### src/rtl/circuito_exp6_pkg.sv
// Shared types and constants for the memory game (circuito_exp6).
package circuito_exp6_pkg;

  localparam int unsigned TIMEOUT   = 5000;
  localparam int unsigned T_MOSTRA  = 1000;
  localparam int unsigned N_RODADAS = 16;

  localparam int unsigned DATA_W  = 4;
  localparam int unsigned ADDR_W  = 4;
  localparam int unsigned TIMER_W = 13;
  localparam int unsigned SEG_W   = 7;

  // Word stored at address 0; it is never overwritten by a game
  localparam logic [DATA_W-1:0] MEM0_INIT     = DATA_W'(4'b0001);
  localparam logic [ADDR_W-1:0] ULTIMA_RODADA = ADDR_W'(N_RODADAS - 1);

  typedef enum logic [3:0] {
    INICIAL       = 4'h0,
    PREPARACAO    = 4'h1,
    MOSTRA        = 4'h2,
    ESPERA        = 4'h3,
    REGISTRA      = 4'h4,
    COMPARA       = 4'h5,
    PROXIMO       = 4'h6,
    ESPERA_NOVA   = 4'h7,
    REGISTRA_NOVA = 4'h8,
    GRAVA         = 4'h9,
    PROX_RODADA   = 4'hA,
    FIM_GANHOU    = 4'hB,
    FIM_TIMEOUT   = 4'hD,
    FIM_PERDEU    = 4'hE
  } estado_t;

  // Commands from the control unit to the datapath
  typedef struct packed {
    logic zera_contadores;
    logic zera_timer;
    logic conta_timer;
    logic inc_endereco;
    logic zera_endereco;
    logic inc_rodada;
    logic grava;
    logic mostra_prox;
  } ctrl_t;

  // Conditions reported by the datapath to the control unit
  typedef struct packed {
    logic jogada;
    logic igual;
    logic endereco_igual_rodada;
    logic rodada_final;
    logic fim_mostra;
    logic timeout;
  } status_t;

endpackage

### src/rtl/circuito_exp6_if.sv
// Control/status link between the control unit and the datapath.
interface circuito_exp6_if;
  import circuito_exp6_pkg::*;

  ctrl_t   ctrl_c;
  status_t status_c;

  modport uc (output ctrl_c, input status_c);
  modport fd (input ctrl_c, output status_c);
endinterface

### src/rtl/circuito_exp6_fd.sv
// Datapath: counters, timer, play register, pattern RAM and leds.
module circuito_exp6_fd
  import circuito_exp6_pkg::*;
(
  input  logic              clock,
  input  logic              reset,
  input  logic [DATA_W-1:0] botoes_i,
  circuito_exp6_if.fd       bus,
  output logic [DATA_W-1:0] leds_o,
  output logic [ADDR_W-1:0] endereco_o,
  output logic [ADDR_W-1:0] rodada_o,
  output logic [DATA_W-1:0] memoria_o,
  output logic [DATA_W-1:0] jogada_o
);

  ctrl_t              ctrl;
  status_t            status_c;
  logic [ADDR_W-1:0]  endereco_q, endereco_d;
  logic [ADDR_W-1:0]  rodada_q, rodada_d;
  logic [TIMER_W-1:0] timer_q, timer_d;
  logic [DATA_W-1:0]  jogada_q, jogada_d;
  logic [DATA_W-1:0]  leds_q, leds_d;
  logic               tem_jogada_q;
  logic               jogada_c;
  logic [DATA_W-1:0]  memoria_c;
  logic [DATA_W-1:0]  mem_q [N_RODADAS];

  assign ctrl = bus.ctrl_c;

  // A play is the rising edge of any button; holding a button stays one play
  assign jogada_c  = (|botoes_i) & ~tem_jogada_q;

  // Address 0 is never a write target, so its image is hardwired
  assign memoria_c = (endereco_q == '0) ? MEM0_INIT : mem_q[endereco_q];

  // Datapath registers
  always_ff @(posedge clock or negedge reset) begin
    if (!reset) begin
      endereco_q   <= '0;
      rodada_q     <= '0;
      timer_q      <= '0;
      jogada_q     <= '0;
      leds_q       <= '0;
      tem_jogada_q <= 1'b0;
    end else begin
      endereco_q   <= endereco_d;
      rodada_q     <= rodada_d;
      timer_q      <= timer_d;
      jogada_q     <= jogada_d;
      leds_q       <= leds_d;
      tem_jogada_q <= |botoes_i;
    end
  end

  // Pattern RAM write port; contents survive reset
  always_ff @(posedge clock) begin
    if (ctrl.grava) mem_q[rodada_q + ADDR_W'(1)] <= jogada_q;
  end

  // Next values for counters, timer, play register and leds
  always_comb begin
    endereco_d = endereco_q;
    rodada_d   = rodada_q;
    timer_d    = timer_q;
    jogada_d   = jogada_q;
    leds_d     = ctrl.mostra_prox ? MEM0_INIT : botoes_i;

    if (ctrl.zera_contadores) begin
      endereco_d = '0;
      rodada_d   = '0;
    end else begin
      if (ctrl.zera_endereco)     endereco_d = '0;
      else if (ctrl.inc_endereco) endereco_d = endereco_q + ADDR_W'(1);
      if (ctrl.inc_rodada && (rodada_q != ULTIMA_RODADA))
        rodada_d = rodada_q + ADDR_W'(1);
    end

    if (ctrl.zera_timer || ctrl.zera_contadores) timer_d = '0;
    else if (ctrl.conta_timer && (timer_q != '1)) timer_d = timer_q + TIMER_W'(1);

    if (jogada_c) jogada_d = botoes_i;
  end

  // Status back to the control unit
  always_comb begin
    status_c                       = '0;
    status_c.jogada                = jogada_c;
    status_c.igual                 = (jogada_q == memoria_c);
    status_c.endereco_igual_rodada = (endereco_q == rodada_q);
    status_c.rodada_final          = (rodada_q == ULTIMA_RODADA);
    status_c.fim_mostra            = (timer_q == TIMER_W'(T_MOSTRA - 1));
    status_c.timeout               = (timer_q == TIMER_W'(TIMEOUT - 1));
  end

  assign bus.status_c = status_c;
  assign leds_o       = leds_q;
  assign endereco_o   = endereco_q;
  assign rodada_o     = rodada_q;
  assign memoria_o    = memoria_c;
  assign jogada_o     = jogada_q;

endmodule

### src/rtl/circuito_exp6_uc.sv
// Control unit: game sequencing FSM and registered end-of-game flags.
module circuito_exp6_uc
  import circuito_exp6_pkg::*;
(
  input  logic        clock,
  input  logic        reset,
  input  logic        iniciar_i,
  circuito_exp6_if.uc bus,
  output logic [3:0]  estado_o,
  output logic        pronto_o,
  output logic        ganhou_o,
  output logic        perdeu_o,
  output logic        timeout_o
);

  estado_t estado_q, estado_d;
  logic    pronto_q, pronto_d;
  logic    ganhou_q, ganhou_d;
  logic    perdeu_q, perdeu_d;
  logic    timeout_q, timeout_d;
  ctrl_t   ctrl_c;
  status_t st;

  assign st = bus.status_c;

  // State and flag registers
  always_ff @(posedge clock or negedge reset) begin
    if (!reset) begin
      estado_q  <= INICIAL;
      pronto_q  <= 1'b0;
      ganhou_q  <= 1'b0;
      perdeu_q  <= 1'b0;
      timeout_q <= 1'b0;
    end else begin
      estado_q  <= estado_d;
      pronto_q  <= pronto_d;
      ganhou_q  <= ganhou_d;
      perdeu_q  <= perdeu_d;
      timeout_q <= timeout_d;
    end
  end

  // Next-state logic
  always_comb begin
    estado_d = estado_q;
    case (estado_q)
      INICIAL:       if (iniciar_i) estado_d = PREPARACAO;
      PREPARACAO:    estado_d = MOSTRA;
      MOSTRA:        if (st.fim_mostra) estado_d = ESPERA;
      ESPERA: begin
        if (st.jogada)       estado_d = REGISTRA;
        else if (st.timeout) estado_d = FIM_TIMEOUT;
      end
      REGISTRA:      estado_d = COMPARA;
      COMPARA: begin
        if (!st.igual)                      estado_d = FIM_PERDEU;
        else if (!st.endereco_igual_rodada) estado_d = PROXIMO;
        else if (st.rodada_final)           estado_d = FIM_GANHOU;
        else                                estado_d = ESPERA_NOVA;
      end
      PROXIMO:       estado_d = ESPERA;
      ESPERA_NOVA: begin
        if (st.jogada)       estado_d = REGISTRA_NOVA;
        else if (st.timeout) estado_d = FIM_TIMEOUT;
      end
      REGISTRA_NOVA: estado_d = GRAVA;
      GRAVA:         estado_d = PROX_RODADA;
      PROX_RODADA:   estado_d = ESPERA;
      FIM_GANHOU, FIM_TIMEOUT, FIM_PERDEU:
                     if (iniciar_i) estado_d = PREPARACAO;
      default:       estado_d = INICIAL;
    endcase
  end

  // End-of-game flags, decoded from the state being entered so they align with it
  always_comb begin
    pronto_d  = 1'b0;
    ganhou_d  = 1'b0;
    perdeu_d  = 1'b0;
    timeout_d = 1'b0;
    case (estado_d)
      FIM_GANHOU: begin
        pronto_d = 1'b1;
        ganhou_d = 1'b1;
      end
      FIM_PERDEU: begin
        pronto_d = 1'b1;
        perdeu_d = 1'b1;
      end
      FIM_TIMEOUT: begin
        pronto_d  = 1'b1;
        perdeu_d  = 1'b1;
        timeout_d = 1'b1;
      end
      default: ;
    endcase
  end

  // Datapath commands; the timer restarts on every state change
  always_comb begin
    ctrl_c             = '0;
    ctrl_c.zera_timer  = (estado_d != estado_q);
    ctrl_c.mostra_prox = (estado_d == MOSTRA);
    case (estado_q)
      PREPARACAO:                  ctrl_c.zera_contadores = 1'b1;
      MOSTRA, ESPERA, ESPERA_NOVA: ctrl_c.conta_timer     = 1'b1;
      PROXIMO:                     ctrl_c.inc_endereco    = 1'b1;
      GRAVA:                       ctrl_c.grava           = 1'b1;
      PROX_RODADA: begin
        ctrl_c.inc_rodada    = 1'b1;
        ctrl_c.zera_endereco = 1'b1;
      end
      default: ;
    endcase
  end

  assign bus.ctrl_c = ctrl_c;
  assign estado_o   = estado_q;
  assign pronto_o   = pronto_q;
  assign ganhou_o   = ganhou_q;
  assign perdeu_o   = perdeu_q;
  assign timeout_o  = timeout_q;

endmodule

### src/rtl/hexa7seg.sv
// Hex digit to 7-segment decoder, gfedcba, active-low.
module hexa7seg
  import circuito_exp6_pkg::*;
(
  input  logic [3:0]       hexa_i,
  output logic [SEG_W-1:0] display_o
);

  // Segment lookup
  always_comb begin
    display_o = 7'b1111111;
    case (hexa_i)
      4'h0: display_o = 7'b1000000;
      4'h1: display_o = 7'b1111001;
      4'h2: display_o = 7'b0100100;
      4'h3: display_o = 7'b0110000;
      4'h4: display_o = 7'b0011001;
      4'h5: display_o = 7'b0010010;
      4'h6: display_o = 7'b0000010;
      4'h7: display_o = 7'b1111000;
      4'h8: display_o = 7'b0000000;
      4'h9: display_o = 7'b0010000;
      4'hA: display_o = 7'b0001000;
      4'hB: display_o = 7'b0000011;
      4'hC: display_o = 7'b1000110;
      4'hD: display_o = 7'b0100001;
      4'hE: display_o = 7'b0000110;
      4'hF: display_o = 7'b0001110;
      default: display_o = 7'b1111111;
    endcase
  end

endmodule

### src/rtl/circuito_exp6.sv
// Memory game top: control unit, datapath and debug displays.
module circuito_exp6
  import circuito_exp6_pkg::*;
(
  input  logic              clock,
  input  logic              reset,
  input  logic              iniciar,
  input  logic [DATA_W-1:0] botoes,
  output logic [DATA_W-1:0] leds,
  output logic              pronto,
  output logic              ganhou,
  output logic              perdeu,
  output logic              db_clock,
  output logic              db_tem_jogada,
  output logic              db_igual,
  output logic              db_enderecoIgualRodada,
  output logic              db_timeout,
  output logic [SEG_W-1:0]  db_contagem,
  output logic [SEG_W-1:0]  db_memoria,
  output logic [SEG_W-1:0]  db_jogadafeita,
  output logic [SEG_W-1:0]  db_rodada,
  output logic [SEG_W-1:0]  db_estado
);

  circuito_exp6_if bus ();

  logic [3:0]        estado;
  logic [ADDR_W-1:0] endereco;
  logic [ADDR_W-1:0] rodada;
  logic [DATA_W-1:0] memoria;
  logic [DATA_W-1:0] jogada;

  circuito_exp6_uc u_uc (
    .clock     (clock),
    .reset     (reset),
    .iniciar_i (iniciar),
    .bus       (bus),
    .estado_o  (estado),
    .pronto_o  (pronto),
    .ganhou_o  (ganhou),
    .perdeu_o  (perdeu),
    .timeout_o (db_timeout)
  );

  circuito_exp6_fd u_fd (
    .clock      (clock),
    .reset      (reset),
    .botoes_i   (botoes),
    .bus        (bus),
    .leds_o     (leds),
    .endereco_o (endereco),
    .rodada_o   (rodada),
    .memoria_o  (memoria),
    .jogada_o   (jogada)
  );

  hexa7seg u_hex_contagem (.hexa_i(endereco), .display_o(db_contagem));
  hexa7seg u_hex_memoria  (.hexa_i(memoria),  .display_o(db_memoria));
  hexa7seg u_hex_jogada   (.hexa_i(jogada),   .display_o(db_jogadafeita));
  hexa7seg u_hex_rodada   (.hexa_i(rodada),   .display_o(db_rodada));
  hexa7seg u_hex_estado   (.hexa_i(estado),   .display_o(db_estado));

  assign db_clock               = clock;
  assign db_tem_jogada          = |botoes;
  assign db_igual               = bus.status_c.igual;
  assign db_enderecoIgualRodada = bus.status_c.endereco_igual_rodada;

endmodule

### config.mk
export PLATFORM = sky130hd
export DESIGN_NAME = circuito_exp6
export DESIGN_NICKNAME = d
export VERILOG_FILES = /design/src/rtl/circuito_exp6_pkg.sv /design/src/rtl/circuito_exp6_if.sv /design/src/rtl/circuito_exp6_fd.sv /design/src/rtl/circuito_exp6_uc.sv /design/src/rtl/hexa7seg.sv /design/src/rtl/circuito_exp6.sv
export SDC_FILE = /design/constraint.sdc
export NUM_CORES = 1
export LEC_CHECK = 0
export ABC_AREA = 1
export BUFFER_PORTS_ARGS = -buffer_cell sky130_fd_sc_hd__buf_2
export CAP_MARGIN = 20
export CORE_AREA = 2 2 157 113
export DETAILED_ROUTE_END_ITERATION = 10
export DIE_AREA = 0 0 159 115
export PLACE_DENSITY_LB_ADDON = 0.1
export SLEW_MARGIN = 20
export SYNTH_ARGS = -nofsm -noshare
export SYNTH_HDL_FRONTEND = slang
export SYNTH_HIERARCHICAL = 1
export SYNTH_SLANG_ARGS = --single-unit
### constraint.sdc
create_clock -name clock -period 8.3 [get_ports clock]
set_clock_uncertainty 0.1 [all_clocks]
set_input_delay 0.83 -clock clock [delete_from_list [all_inputs] [get_ports clock]]
set_output_delay 0.83 -clock clock [all_outputs]
set_load 0.02 [all_outputs]
==> results of run 1 <==
-- path summary, 6_finish.rpt --
kind,to,slack [ns],cells past startpoint
max,db_clock,2.83,3
min,u_fd/timer_q[12]$_DFFE_PN0P_,0.39,1
max reg2reg,u_fd/timer_q[9]$_DFFE_PN0P_,4.23,22
min reg2reg,u_fd/jogada_o[1]$_DFFE_PN0P_,0.39,1
max in group asynchronous,u_fd/rodada_o[1]$_DFFE_PN0P_,7.15,1
min in group clock,u_fd/jogada_o[1]$_DFFE_PN0P_,0.39,1
-- layer usage --
metal  vias up  wire [um]  track usage
met5         -          0            0
met4         0        144       0.0455
met3        10        965       0.0422
met2       150       6040        0.254
met1      2486       8270        0.263
li1       2824          -            -
-- through the flow --
stage,instance area (um^2),hold WS [ns],setup WS (ns),utilization,power (mW)
after detailed placement,6980,0.390,3.08,0.415,1.70
after global routing,7380,0.434,2.82,0.439,2.39
after global placement,6980,0.390,3.08,0.415,1.71
after CTS,7380,0.399,2.82,0.439,2.23
after floorplan,6610,0.341,3.09,-,1.44
final,7380,0.394,2.83,0.439,2.21
-- sequential cells by signal, indices dropped and copies added, names as in the netlist --
signal,flops
u_fd/mem_q,64
u_fd/timer_q,13
u_fd/endereco_o,4
u_fd/jogada_o,4
u_fd/leds_o,4
u_fd/rodada_o,4
u_uc/estado_o,4
u_fd/tem_jogada_q,1
u_uc/ganhou_o,1
u_uc/perdeu_o,1
u_uc/pronto_o,1
u_uc/timeout_o,1
-- report_power, final --
part / internal, mW / switching, mW
Sequential: 0.589 / 0.0753
Combinational: 0.303 / 0.711
Clock: 0.330 / 0.203
-- cells by family after synthesis --
family,count (synthesis)
XOR/XNOR,5
flip-flops,102
buffers and inverters,150
AND/OR/NAND/NOR,489
AO/OA/AOI/OAI,68
adder cells (fa/ha/maj),43
-- layout make-up --
type	instances	share of cell area
clock buffers	13	0.0414
repair buffers	58	0.0414
multi-input cells	605	0.412
well taps	231	0.0392
flip-flops and latches	102	0.389
clock inverters	7	0.0134
inverters	123	0.0633
-- Yosys cell counts, drive strengths merged (2+ instances only) --
| cell type | count |
|---|---|
| a21oi | 10 |
| ha | 43 |
| o211ai | 3 |
| buf | 27 |
| inv | 122 |
| dfrtp | 38 |
| nand3 | 108 |
| nand2 | 276 |
| nand4 | 7 |
| xor2 | 5 |
| nor3 | 8 |
| o21ai | 50 |
| nor2 | 87 |
| a211oi | 2 |
| edfxtp | 64 |
==> results.toml, run 1 <==
[global_routing]
overflow = 0
grt_pass1_vias = 5029
grt_max_degree = 43
grt_antenna_before_repair = 0
grt.total_usage = 0.176
grt_pass1_wl_mm = 25.4

[clock_network]
postCtsSetupBuffers = 0
holdBufCountCts = 0
cts_resized = 0
clock_latency_ns = 0.46
clkTransAtPathRegs_ns = 0.07
cts_tree = "done"

[logic_synthesis]
syn_area_per_cell_um2 = 7.71
synth-compound-area-share = 0.0593
yosysTopAreaCellShare = 0.291
ys_seq_area_frac = 0.435
synth_area_leaders = "edfxtp_1 (29%), nand2_1 (15%), dfrtp_1 (14%)"
yosysWarnings = 6
synth_xor_xnor_area_share = 0.00663
synth-async-reset-ratio = 0.373
yosysTopAreaCell = "edfxtp_1"
ys_seq_elements = 102
synthMuxAreaShare = 0
synthCells = 857
ys_types = 33
synth_top_family_by_area = "simple AND/OR/NAND/NOR gates"
synth.net_count = 907
synthFlopType = "edfxtp_1"
yosys.area_share.simple = 0.313
synth_edf_count = 64
synthAdderAreaFrac = 0.0814
syn_area_mm2 = 0.00661

[placement]
dp_cells = 1120
io_buffers = 53
finalWeightedCongestion = 0.889
dpl.hpwl_mm = 11.1

[cells_and_area]
fin_cells = 1139
mostFrequentLayoutCell = "nand2_1"
drive_gt1_frac = 0.127
syn2layout_area_growth_pct = 11.6
final_cell_mix = "nand2_1 (267), inv_1 (110), nand3_1 (105), nor2_1 (83), edfxtp_1 (64)"
fillers = 1712
multiInputGateArea_mm2 = 0.00304
nets = 953
seq_area_mm2 = 0.00287
diodes = 0

[critical_path]
worst_path_largest_cell_delay_ns = 0.15
crit_type = "clk2out"
crit_chain = "clkbuf_16 -> clkbuf_16 -> buf_2"
worst_setup_path_start_kind = "clock port"
cp_max_fo = 2
crit_required_ns = 7.37
crit_slowest_cell = "buf_2"
crit_family = "buffers and inverters"
critPathLaunch = "clock"
reg2reg_from = "u_fd/endereco_o[0]$_DFFE_PN0P_"
crit_buf_inv = 3
worstPathArrival_ns = 4.54
cp_common_cell = "clkbuf_16"
end_kind = "output port"

[die]
start_util = 0.393
io_pins = 54
core_area_mm2 = 0.0168
die-area_mm2 = 0.0183
fp.dieW_um = 159
die_h_um = 115
num_rows = 40

[route]
drt_iter0_drc = 579
routed_wl_mm = 15.4
drc = 0
vias_per_cell = 4.80
antenna_left = 0
first_pass_iters = 5
vias = 5470
wire_per_inst_um = 13.5

[sta]
totalNegativeSetupSlack_ns = 0
rsz0062_at_grt = "false"
worst_slew_pin_slew_ns = 0.889
hold_viol = 0
finalSetupViolations = 0
report.final.slew_viol_count = 0
slew_headroom = 0.407

[power_and_ir_drop]
p_per_area_mw_per_mm2 = 300
p_leak_nw = 3.55
vdd_ir_drop_max_mv = 0.180

[status]
status = "completed"

[worst_hold_path]
hold_path.class = "in2async"

[run]
cap_violations = 0
(Power assumes the default switching activity.)
==> run 2, diff against run 1 <==
==> constraint.sdc (replaced) <==
create_clock -name clock -period 4.7 [get_ports clock]
set_clock_uncertainty 0.1 [all_clocks]
set_input_delay 0.47 -clock clock [delete_from_list [all_inputs] [get_ports clock]]
set_output_delay 0.47 -clock clock [all_outputs]
set_load 0.02 [all_outputs]
==> run 2 against run 1 <==
- register-to-register slack lost 3.2 ns
- final cell count grew 0.18%
- first-iteration DRC count grew 12%
- worst setup slack lost 1.9 ns
- hold slack lost 0.37 ns
- critical endpoint is now db_memoria[3]
==> results.toml, run 2 (same netlist as run 1, synthesis figures left out) <==
[cells_and_area]
nets = 955
fin_cells = 1141
fillers = 1738
largest_reg_flops = 64
multiInputGateArea_mm2 = 0.00304
syn2layout_area_growth_pct = 11.4
top_register = "u_fd/mem_q"
stdcell_area_mm2 = 0.00736
largestRegisters = "u_fd/mem_q x64, u_fd/timer_q x13"
final_cell_mix = "nand2_1 (267), inv_1 (110), nand3_1 (105), nor2_1 (83), edfxtp_1 (64)"
seq_area_mm2 = 0.00287
drive_gt1_frac = 0.129
mostFrequentLayoutCell = "nand2_1"
diodes = 0

[die]
fp.dieW_um = 159
num_rows = 40
die-area_mm2 = 0.0183
core_area_mm2 = 0.0168
die_h_um = 115
io_pins = 54
start_util = 0.393

[critical_path]
crit_family = "simple AND/OR/NAND/NOR gates"
crit_type = "reg2out"
crit_buf_inv = 5
cp_common_cell = "nand2_1"
cp_max_fo = 20
worstPathArrival_ns = 3.18
crit_chain = "inv_1 -> nor2_1 -> nand2_1 -> nand2_1 -> inv_1 -> nand2_1 -> nand2_1 -> inv_1 -> inv_1 -> ha_1 -> nand2_1 -> nand3_1 -> nand2_1 -> buf_2"
worst_setup_path_start_kind = "register"
end_kind = "output port"
worst_path_largest_cell_delay_ns = 0.79
crit_required_ns = 4.13
crit_slowest_cell = "dfrtp_1"

[sta]
hold_viol = 0
rsz0062_at_grt = "false"
fmax_ghz = 0.267
finalSetupViolations = 0
min_period_over_period = 0.798
layout_min_cycle_time_ns = 3.75
worst_slew_pin_slew_ns = 0.886
totalNegativeSetupSlack_ns = 0
setup_ws_ns = 0.949
slew_headroom = 0.409
report.final.slew_viol_count = 0

[clock_network]
cts_tree = "done"
clkTransAtPathRegs_ns = 0.07
postCtsSetupBuffers = 0
cts_resized = 0
holdBufCountCts = 0
clock_latency_ns = 0.47

[global_routing]
grt_pass1_vias = 4812
grt_pass1_wl_mm = 25.7
grt.total_usage = 0.179
overflow = 0
grt_max_degree = 39
grt_antenna_before_repair = 0

[power_and_ir_drop]
p_leak_nw = 3.55
power_mw = 3.89
vdd_ir_drop_max_mv = 0.259
p_per_area_mw_per_mm2 = 528

[placement]
io_buffers = 53
dpl-instance-area_mm2 = 0.00699
dpl.hpwl_mm = 11.3
dp_slack_ns = 1.06
dp_cells = 1122
finalWeightedCongestion = 0.827

[route]
routed_wl_mm = 16.0
wire_per_inst_um = 14.0
drc = 0
vias_per_cell = 4.84
drt_iter0_drc = 648
first_pass_iters = 5
antenna_left = 0
vias = 5526

[run]
cap_violations = 0

[worst_hold_path]
hold_path.class = "in2async"

[status]
status = "completed"
run 2: changes by cell type in the layout (fill, tap and decap cells not counted), sizes merged:
cell / delta
inv: +4
clkinvlp: -1
buf: +2
clkinv: -1
bufinv: -2
run 2: per-layer routing:
layer / up-vias / part of all wire / global-route usage
met1: 2487 / 0.53 / 0.277
met4: 0 / 0.0096 / 0.0467
met3: 10 / 0.081 / 0.0538
met2: 194 / 0.38 / 0.239
met5: - / 0 / 0
li1: 2835 / - / -
run 2: final cells by class:
type,count,area share
inverters,123,0.0634
clock buffers,13,0.0415
clock inverters,7,0.00884
flip-flops and latches,102,0.390
well taps,231,0.0393
repair buffers,60,0.0435
multi-input cells,605,0.413
run 2: stage by stage:
| stage | hold slack [ns] | utilization |
|---|---|---|
| after global placement | 0.370 | 0.416 |
| after CTS | 0.0374 | 0.438 |
| after floorplan | 0.0744 | - |
| final | 0.0227 | 0.438 |
| after detailed placement | 0.378 | 0.416 |
| after global routing | 0.0732 | 0.438 |
run 2: path summary, 6_finish.rpt:
check	startpoint	endpoint	slack [ns]	cells past startpoint
max	u_fd/endereco_o[2]$_DFFE_PN0P_	db_memoria[3]	0.95	14
min	reset	u_fd/timer_q[0]$_DFFE_PN0P_	0.02	1
max reg2reg	u_fd/endereco_o[2]$_DFFE_PN0P_	u_fd/timer_q[11]$_DFFE_PN0P_	1.01	24
min reg2reg	u_fd/tem_jogada_q$_DFF_PN0_	u_fd/jogada_o[0]$_DFFE_PN0P_	0.38	1
max in group asynchronous	reset	u_fd/endereco_o[0]$_DFFE_PN0P_	3.92	1
min in group clock	botoes[0]	u_fd/leds_o[0]$_DFF_PN0_	0.12	2
run 2: power by group:
part / leakage [nW] / internal, mW / switching (mW) / total, mW
combinational: 2.28 / 0.551 / 1.28 / 1.83
clock: 0.187 / 0.488 / 0.386 / 0.873
sequential: 1.09 / 1.04 / 0.146 / 1.19
total: 3.55 / 2.08 / 1.81 / 3.89
==> run 3, diff against run 2 <==
==> constraint.sdc (replaced) <==
create_clock -name clock -period 3.9 [get_ports clock]
set_clock_uncertainty 0.1 [all_clocks]
set_input_delay 0.39 -clock clock [delete_from_list [all_inputs] [get_ports clock]]
set_output_delay 0.39 -clock clock [all_outputs]
set_load 0.02 [all_outputs]
==> run 3 against run 2 <==
- flip-flop and latch count is the same
- sequential share of layout area shrank 0.47 points
- clock power grew 35%
- count of clock-buffer cells in the layout grew 1
- largest power group unchanged
==> results.toml, run 3 (same netlist as run 1, synthesis figures left out) <==
[status]
status = "completed"

[route]
vias_per_cell = 4.86
antenna_left = 0
wire_per_inst_um = 13.8
routed_wl_mm = 15.8
first_pass_iters = 6
drt_iter0_drc = 613
vias = 5568
drc = 0

[critical_path]
ff2ff_setup_slack_ns = 0.47
cp_common_cell = "nand2_1"
crit_required_ns = 4.19
worst_path_largest_cell_delay_ns = 0.42
crit_type = "reg2reg"
worst_setup_path_start_kind = "register"
cp_max_fo = 34
end_kind = "register"
worstPathArrival_ns = 3.72
crit_slowest_cell = "dfrtp_1"

[cells_and_area]
stdcell_area_mm2 = 0.00745
largestRegisters = "u_fd/mem_q x64, u_fd/timer_q x13"
mostFrequentLayoutCell = "nand2_1"
nets = 960
drive_gt1_frac = 0.130
top_register = "u_fd/mem_q"
diodes = 0
final_cell_mix = "nand2_1 (267), inv_1 (110), nand3_1 (105), nor2_1 (83), edfxtp_1 (64)"
syn2layout_area_growth_pct = 12.7
largest_reg_flops = 64
fillers = 1708

[sta]
rsz0062_at_grt = "false"
hold_viol = 0
finalSetupViolations = 0
report.final.slew_viol_count = 0
min_period_over_period = 0.879
slew_headroom = 0.415
layout_min_cycle_time_ns = 3.43
fmax_ghz = 0.292
totalNegativeSetupSlack_ns = 0
worst_slew_pin_slew_ns = 0.877

[die]
die_h_um = 115
io_pins = 54
start_util = 0.393
num_rows = 40
core_area_mm2 = 0.0168
die-area_mm2 = 0.0183
fp.dieW_um = 159

[power_and_ir_drop]
p_per_area_mw_per_mm2 = 647
p_leak_nw = 3.59
vdd_ir_drop_max_mv = 0.326

[global_routing]
grt.total_usage = 0.180
overflow = 0
grt_max_degree = 39
grt_pass1_wl_mm = 26.0
grt_antenna_before_repair = 0
grt_pass1_vias = 4967

[clock_network]
clkTransAtPathRegs_ns = 0.06
postCtsSetupBuffers = 0
cts_resized = 0
clock_latency_ns = 0.46
cts_tree = "done"

[worst_hold_path]
hold_path.class = "in2reg"

[placement]
finalWeightedCongestion = 0.902
dpl-instance-area_mm2 = 0.00702
dpl.hpwl_mm = 11.3
io_buffers = 53

[run]
cap_violations = 0
## run 3: cell count changes in the layout (fill, tap and decap cells not counted), sizes merged
cell / delta
inv: -4
clkinvlp: +1
dlygate4sd3: +1
buf: +4
clkbuf: +1
clkinv: -1
bufinv: +3
## run 3: path summary, 6_finish.rpt
kind | from | endpoint | depth (start not counted)
setup reg to reg | u_fd/endereco_o[0]$_DFFE_PN0P_ | u_fd/timer_q[7]$_DFFE_PN0P_ | 26
hold reg to reg | u_fd/tem_jogada_q$_DFF_PN0_ | u_fd/jogada_o[1]$_DFFE_PN0P_ | 1
min in group asynchronous | reset | u_fd/timer_q[3]$_DFFE_PN0P_ | 2
hold / removal | botoes[0] | u_fd/leds_o[0]$_DFF_PN0_ | 2
max in group asynchronous | reset | u_fd/endereco_o[0]$_DFFE_PN0P_ | 2
setup / recovery | u_fd/endereco_o[0]$_DFFE_PN0P_ | u_fd/timer_q[7]$_DFFE_PN0P_ | 26
## run 3: repair_timing
action / 4_1_cts / 5_1_grt
setup endpoints to repair: 0 / 0
hold buffers: 1 / 0
hold endpoints to repair: 38 / 0
## run 3: area by class of cell
| cell class | count | area, um^2 | share of cell area |
|---|---|---|---|
| tap | 231 | 289 | 0.0388 |
| multi-input combinational | 605 | 3040 | 0.408 |
| inverter | 123 | 467 | 0.0627 |
| sequential | 102 | 2870 | 0.386 |
| timing repair buffer | 65 | 360 | 0.0484 |
| clock inverter | 6 | 110 | 0.0148 |
| clock buffer | 14 | 309 | 0.0415 |
## run 3: where the power goes
part           leakage [nW]  switching (mW)  internal [mW]
Clock                 0.201           0.415          0.764
Sequential             1.09           0.144           1.26
Combinational          2.30            1.56          0.675
## run 3: critical path: cells and delay by family (launching register included)
| family | cells | cell delay, ns |
|---|---|---|
| simple gates | 22 | 2.08 |
| buf+inv | 2 | 0.56 |
| flops | 1 | 0.42 |
| compound gates | 2 | 0.18 |
## run 3: layer usage
layer | track usage | share of wire | up-vias
li1 | - | - | 2844
met1 | 0.268 | 0.52 | 2527
met2 | 0.255 | 0.40 | 190
met3 | 0.0476 | 0.078 | 7
met4 | 0.0539 | 0.0072 | 0
met5 | 0 | 0 | -
## run 3: stage by stage
stage | cells | util | setup slack [ns] | total power, mW | hold slack (ns)
2_1_floorplan | 857 | - | 0.697 | 3.06 | -0.00559
3_5_place_dp | 1126 | 0.418 | 0.507 | 3.67 | 0.371
3_3_place_gp | 1126 | 0.418 | 0.582 | 3.71 | 0.370
5_1_grt | 1146 | 0.443 | 0.110 | 5.19 | 0.0521
4_1_cts | 1146 | 0.443 | 0.465 | 4.85 | 0.0402
6_report | 1146 | 0.443 | 0.472 | 4.81 | 0.0576
